$ cat src/rtl/alu_cmd_driver.sv
// Collects opcode/A/B beats, drives the ALU pins, captures ALUout after ALU_LAT cycles.
// Input is stalled (in_ready=0) from the B beat until the result handshake completes.
module alu_cmd_driver #(
  parameter int DATA_W  = 4,
  parameter int OP_W    = 3,
  parameter int ALU_LAT = 2
) (
  input  logic                Clock,
  input  logic                Reset_b,
  input  logic [DATA_W-1:0]   in_data,
  input  logic                in_valid,
  output logic                in_ready,
  output logic [DATA_W-1:0]   alu_a,
  output logic [DATA_W-1:0]   alu_b,
  output logic [OP_W-1:0]     alu_func,
  input  logic [2*DATA_W-1:0] alu_result,
  output logic [2*DATA_W-1:0] res_data,
  output logic                res_err,
  output logic                res_valid,
  input  logic                res_ready,
  output logic                busy
);

  localparam logic [2:0] S_OP   = 3'd0;
  localparam logic [2:0] S_A    = 3'd1;
  localparam logic [2:0] S_B    = 3'd2;
  localparam logic [2:0] S_EXEC = 3'd3;
  localparam logic [2:0] S_RES  = 3'd4;

  localparam int LAT_W = (ALU_LAT > 1) ? $clog2(ALU_LAT) : 1;

  logic [2:0]        state;
  logic [OP_W-1:0]   op_q;
  logic [LAT_W-1:0]  lat_cnt;
  logic [DATA_W-1:0] last_res;

  assign in_ready = (state == S_OP) || (state == S_A) || (state == S_B);
  assign busy     = (state != S_OP);

  always_ff @(posedge Clock or negedge Reset_b) begin
    if (!Reset_b) begin
      state     <= S_OP;
      op_q      <= '0;
      lat_cnt   <= '0;
      last_res  <= '0;
      alu_a     <= '0;
      alu_b     <= '0;
      alu_func  <= '0;
      res_data  <= '0;
      res_err   <= 1'b0;
      res_valid <= 1'b0;
    end else begin
      case (state)
        S_OP: if (in_valid) begin
          op_q <= in_data[OP_W-1:0];
          // Chain flag: previous result's low nibble becomes A, so no A beat follows.
          if (in_data[DATA_W-1]) begin
            alu_a <= last_res;
            state <= S_B;
          end else begin
            state <= S_A;
          end
        end
        S_A: if (in_valid) begin
          alu_a <= in_data;
          state <= S_B;
        end
        S_B: if (in_valid) begin
          alu_b    <= in_data;
          alu_func <= op_q;
          lat_cnt  <= LAT_W'(ALU_LAT - 1);
          state    <= S_EXEC;
        end
        S_EXEC: begin
          if (lat_cnt != '0) begin
            lat_cnt <= lat_cnt - LAT_W'(1);
          end else begin
            res_data  <= alu_result;
            last_res  <= alu_result[DATA_W-1:0];
            res_err   <= (op_q >= OP_W'(6));
            res_valid <= 1'b1;
            state     <= S_RES;
          end
        end
        S_RES: if (res_ready) begin
          res_valid <= 1'b0;
          state     <= S_OP;
        end
        default: state <= S_OP;
      endcase
    end
  end

endmodule

$ cat config.mk
export PLATFORM = sky130hd
export DESIGN_NAME = alu_cmd_driver
export DESIGN_NICKNAME = d
export VERILOG_FILES = /design/src/rtl/alu_cmd_driver.sv
export SDC_FILE = /design/constraint.sdc
export NUM_CORES = 1
export LEC_CHECK = 0
export CAP_MARGIN = 20
export CORE_MARGIN = 1
export CORE_UTILIZATION = 49
export CTS_CLUSTER_SIZE = 8
export DETAILED_ROUTE_END_ITERATION = 12
export GPL_TIMING_DRIVEN = 0
export HOLD_SLACK_MARGIN = 0.15
export PLACE_DENSITY = 0.84
export SLEW_MARGIN = 20
export SYNTH_ARGS = -nofsm -noshare
export SYNTH_HDL_FRONTEND = slang
export SYNTH_SLANG_ARGS = --single-unit
export TNS_END_PERCENT = 100
$ cat constraint.sdc
create_clock -name Clock -period 2.2 [get_ports Clock]
set_input_delay 0.22 -clock Clock [delete_from_list [all_inputs] [get_ports Clock]]
set_output_delay 0.22 -clock Clock [all_outputs]
set_load 0.01 [all_outputs]
Word-level counts from Yosys, hierarchy flattened
Index checks and enable logic that the tools add are counted.
- $add $sub $neg: 1
- order comparisons: 1
- eq/ne operators: 10
- muxes and demuxes: 17
- bitwise gates (word level): 1
- reduce and logical (&&, ||, !) cells: 14
- operator list (cell ; count):
    $mux 3 ; 5
    $pmux 3 s5 ; 1
    $mux 4 ; 3
    $ne 2x2->1 const B ; 6
    $pmux 4 s2 ; 1
    $reduce_and 2->1 ; 4
    $eq 3x2->1 const B ; 2
    $reduce_bool 2->1 ; 3
    $reduce_and 5->1 ; 1
    $mux 1 ; 4
    $pmux 1 s2 ; 2
    $reduce_and 4->1 ; 1
    $eq 3x1->1 const B ; 1
    $eq 3x3->1 const B ; 1
    $ge 3x3->1 const B ; 1
    $logic_not 3->1 ; 1
    $reduce_and 3->1 ; 1
    $reduce_bool 3->1 ; 1
    $logic_or 1x1->1 ; 2
    $mux 2 ; 1
    $not 1->1 ; 1
    $sub 1x1->1 const B ; 1
- bits in registers: 32
- input port bits: 16
- output and inout port bits: 23
- logic and storage cells: 54

Longest topological paths before layout
- depth after elaboration: 3
- depth in mapped cells: 5
- mapped depth without buffers: 3

Least setup slack after synthesis
Ideal clock, no wire load.
- path type: register -> register
- start: reg state[2]
- end: reg alu_b[0]
- library setup time: 125 ps
- arrival time: 1222 ps
- required time: 2075 ps
- slack: 853 ps
- stages on the path, launching flop included: 4
- buffers on the path: 1
- clock period less this slack: 1347 ps
- cell sequence: dfrtp_1 buf_6 nor3_4 mux2_2
- longest elaborated chain between the ends: 2
- RTL lines (element ; line ; text):
    start, declared ; 32 ; logic [2:0] state;
    start signal, assigned ; 42 ; state <= S_OP;
    start signal, assigned ; 59 ; state <= S_B;
    start signal, assigned ; 61 ; state <= S_A;
    $eq 3x2->1 ; 53 ; case (state)
    $reduce_and 2->1 (no line) ; -- ;
    end signal, assigned ; 69 ; alu_b <= in_data;
    end, declared ; 14 ; output logic [DATA_W-1:0] alu_b,
No other way between the ends.
A chain may end at the register's enable or synchronous reset.

Worst setup path after layout
- start: reg state[2]
- end: out busy
- longest elaborated chain between the ends: 1
- RTL lines (element ; line ; text):
    $reduce_bool 3->1 ; 38 ; assign busy = (state != S_OP);
    end, declared ; 21 ; output logic busy
No other way between the ends.

==> flow_metrics.tcl <==
set metrics [dict create \
    outcome "complete, no violations" \
    postSynth.topFlopCell "sky130_fd_sc_hd__dfrtp_1" \
    crit_fanout 10 \
    synth_adder_area_share_pct 0 \
    powerDensity_nw_per_um2 1450 \
    timing_worst_slew_pin_value_ns 0.617 \
    max-cap-violations 0 \
    total_routed_wirelength_mm 2.60 \
    detailroute.via_count 903 \
    synth_most_common_cell "sky130_fd_sc_hd__dfrtp_1" \
    synth-simple-area-share_pct 15.1 \
    clock_tree_from_tritoncts "yes" \
    total_routing_usage_reported_by_global_routing_pct 21.2 \
    post-route-period-util_pct 91.3 \
    slew_headroom_pct 58.9 \
    synth-async-reset-ratio_pct 100 \
    antenna_left 0 \
    via_count_of_the_first_global_routing_pass 950 \
    die_width_um 52.6 \
    cts-htree-levels 1 \
    postSynthCellCount 101 \
    detailedRoute.firstPassIterationCount 4 \
    die_area_sq_um 2770 \
    area_growth_pct 37.7 \
    number_of_nets_in_the_final_layout 161 \
    grt_antenna_before_repair 0 \
    grt_first_pass_wirelength_mm 4.17 \
    synth.top_cells.by_count "sky130_fd_sc_hd__dfrtp_1, sky130_fd_sc_hd__mux2_2, sky130_fd_sc_hd__a21oi_1, sky130_fd_sc_hd__nor2_1" \
    grt.overflow.total 0 \
    layout-drive-gt1-share_pct 22.9 \
    clock_path_buffers 2 \
    die_y_um 52.6 \
    cellLeakagePower_nw 0.714 \
    timing.final.hold_violations 0 \
    timing.final.max_slew_violations 0 \
    post_synthesis_net_count 117 \
    number_of_rows_in_the_core_area 17 \
    post_synth_edffs 0 \
    post_detailed_placement_half_perimeter_wirelength_mm 1.99 \
    finalSetupViolations 0 \
    post-route-drc-count 0 \
    wl_per_cell_um 15.1 \
    synth_seq_cells 28 \
    worst_setup_path_end_kind "output port" \
    synth.lib_cells_used.distinct 27 \
    compound_gate_portion_of_the_synthesized_area_pct 10.8 \
    setup_cp_type "reg -> out" \
    clkSinkCount 28 \
    synthDominantAreaCellType "sky130_fd_sc_hd__dfrtp_1" \
    fillCellCount 164 \
    synthXorXnorAreaFrac_pct 0 \
    diodes 0 \
    placed_cell_area_sq_um 1670 \
    drt_iter0_markers 12 \
    finalInstanceArea_sq_um 1730 \
    start_util_pct 54.1 \
    fin_skew_ns 0.00812 \
    floorplan.core_area_sq_um 2320 \
    final_period_minus_worst_setup_slack_ns 2.01 \
    clkTransAtPathRegs_ns 0.15 \
    tns_ns 0 \
    crit_arrival_ns 1.79 \
    hold_path.class "in -> async" \
    main_combinational_cell_family_by_area_after_synthesis "simple AND/OR/NAND/NOR gates" \
    synth.cell_area_sq_um 1250 \
    setup_crit_start_kind "flip-flop" \
    port_buffers 38 \
    post_synth.cell_area_avg_sq_um 12.4 \
    pin_count 39 \
    synth_top_cell_area_share_pct 55.8 \
    share_of_synthesized_area_spent_on_multiplexers_pct 12.6 \
    viasPerCell 5.25 \
    max_freq_mhz 498 \
    clock-root-buffer "sky130_fd_sc_hd__clkbuf_4" \
    grt_max_degree 29 \
    seq_area_frac_synth_pct 55.8 \
    synth_area_leaders "sky130_fd_sc_hd__dfrtp_1, sky130_fd_sc_hd__mux2_2, sky130_fd_sc_hd__buf_6, sky130_fd_sc_hd__a21oi_1, sky130_fd_sc_hd__a311oi_1" \
    ys.warnings.count 0 \
    worst_skew_pair.late_latency_ns 0.32 \
    peak_ir_drop_on_the_vdd_network_mv 1.01 \
    worstPathRequired_ns 1.98 \
    gp_routability_congestion 0.761 \
    cts_buffers 3 \
    post_cts.resized_instances 0 \
    grt_setup_unrepaired "false" \
]
where the power goes:
group	switching [mW]	internal, mW
Combinational	0.524	0.728
Sequential	0.160	0.765
Clock	0.146	0.184
registers in the layout (all words and copies together), names as in the netlist:
name,flops
res_valid,1
res_data,8
res_err,1
alu_b,4
lat_cnt,1
alu_a,4
state,3
op_q,3
alu_func,3
final timing paths:
kind | start | to | slack, ns | cells past startpoint
worst max-delay path | state[2] | busy | 0.19 | 3
worst min-delay path | Reset_b | alu_func[2] | 0.42 | 2
worst max register to register | state[0] | alu_b[2] | 0.69 | 3
worst min register to register | alu_b[0] | alu_b[0] | 0.53 | 1
max in group asynchronous | Reset_b | res_data[4] | 1.37 | 2
min in group Clock | alu_result[1] | res_data[1] | 0.44 | 3
layer usage:
layer / track usage [%] / vias up / routed length [um] / share of wire (%)
li1: - / 443 / - / -
met3: 4.35 / 2 / 117 / 4.5
met5: 0 / - / 0 / 0
met1: 27.9 / 425 / 1180 / 45
met4: 9.21 / 0 / 17 / 0.65
met2: 33.8 / 33 / 1280 / 49
cells in the final DEF, fill, tap and decap left out:
cell type / netlist / routed
sky130_fd_sc_hd__a21oi_1: 7 / 7
sky130_fd_sc_hd__a311oi_1: 4 / 4
sky130_fd_sc_hd__a31o_2: 1 / 1
sky130_fd_sc_hd__and4bb_2: 1 / 1
sky130_fd_sc_hd__buf_2: 1 / 2
sky130_fd_sc_hd__buf_6: 4 / 4
sky130_fd_sc_hd__bufinv_16: 0 / 1
sky130_fd_sc_hd__clkbuf_4: 0 / 3
sky130_fd_sc_hd__clkdlybuf4s50_1: 0 / 37
sky130_fd_sc_hd__dfrtp_1: 28 / 28
sky130_fd_sc_hd__dlygate4sd3_1: 0 / 1
sky130_fd_sc_hd__inv_1: 6 / 6
sky130_fd_sc_hd__mux2_2: 14 / 14
sky130_fd_sc_hd__nand2_1: 5 / 5
sky130_fd_sc_hd__nand2_4: 1 / 1
sky130_fd_sc_hd__nand2b_1: 1 / 1
sky130_fd_sc_hd__nand2b_2: 1 / 1
sky130_fd_sc_hd__nand3_1: 2 / 2
sky130_fd_sc_hd__nand3b_1: 1 / 1
sky130_fd_sc_hd__nand4bb_1: 1 / 1
sky130_fd_sc_hd__nor2_1: 7 / 7
sky130_fd_sc_hd__nor3_1: 1 / 1
sky130_fd_sc_hd__nor3_4: 2 / 2
sky130_fd_sc_hd__nor3b_4: 1 / 1
sky130_fd_sc_hd__o21ai_0: 6 / 6
sky130_fd_sc_hd__o21ba_2: 1 / 1
sky130_fd_sc_hd__o22a_1: 1 / 1
sky130_fd_sc_hd__o31ai_1: 1 / 1
sky130_fd_sc_hd__or2_2: 1 / 1
sky130_fd_sc_hd__or2b_1: 1 / 1
sky130_fd_sc_hd__or3_1: 1 / 1
layout make-up:
| class | instances | area, sq um | area share (%) |
|---|---|---|---|
| timing repair buffer | 39 | 385 | 22.3 |
| multi-input combinational | 62 | 482 | 27.9 |
| buffer | 5 | 50.0 | 2.90 |
| clock inverter | 1 | 30.0 | 1.74 |
| inverter | 6 | 22.5 | 1.30 |
| tap | 28 | 35.0 | 2.03 |
| sequential | 28 | 701 | 40.6 |
| clock buffer | 3 | 22.5 | 1.30 |
logic make-up after synthesis:
family | Yosys count
DFF | 28
and+or+nand+nor | 27
AOI/OAI and AO/OA | 21
muxes | 14
buffers and inverters | 11
per-stage QoR:
stage	hold slack (ns)	instances	setup WS, ns	power, mW	util [%]
after floorplan	-0.0756	101	0.853	1.60	-
after global placement	0.489	167	0.435	2.14	72.0
after detailed placement	0.264	167	0.406	2.20	71.8
after CTS	0.430	172	0.175	2.53	74.5
after global routing	0.435	172	0.119	2.66	74.5
final	0.419	172	0.191	2.51	74.5
critical path, stage by stage (launching register included):
cell	delay [ns]
sky130_fd_sc_hd__dfrtp_1	0.47
sky130_fd_sc_hd__buf_6	0.17
sky130_fd_sc_hd__or3_1	0.36
sky130_fd_sc_hd__clkdlybuf4s50_1	0.48
timing repair:
item                                   4_1_cts  5_1_grt
buffers inserted                             0        0
endpoints found under the hold margin       28        0
hold buffers                                 1        0
Note: power is estimated with default switching activity, not from simulation.
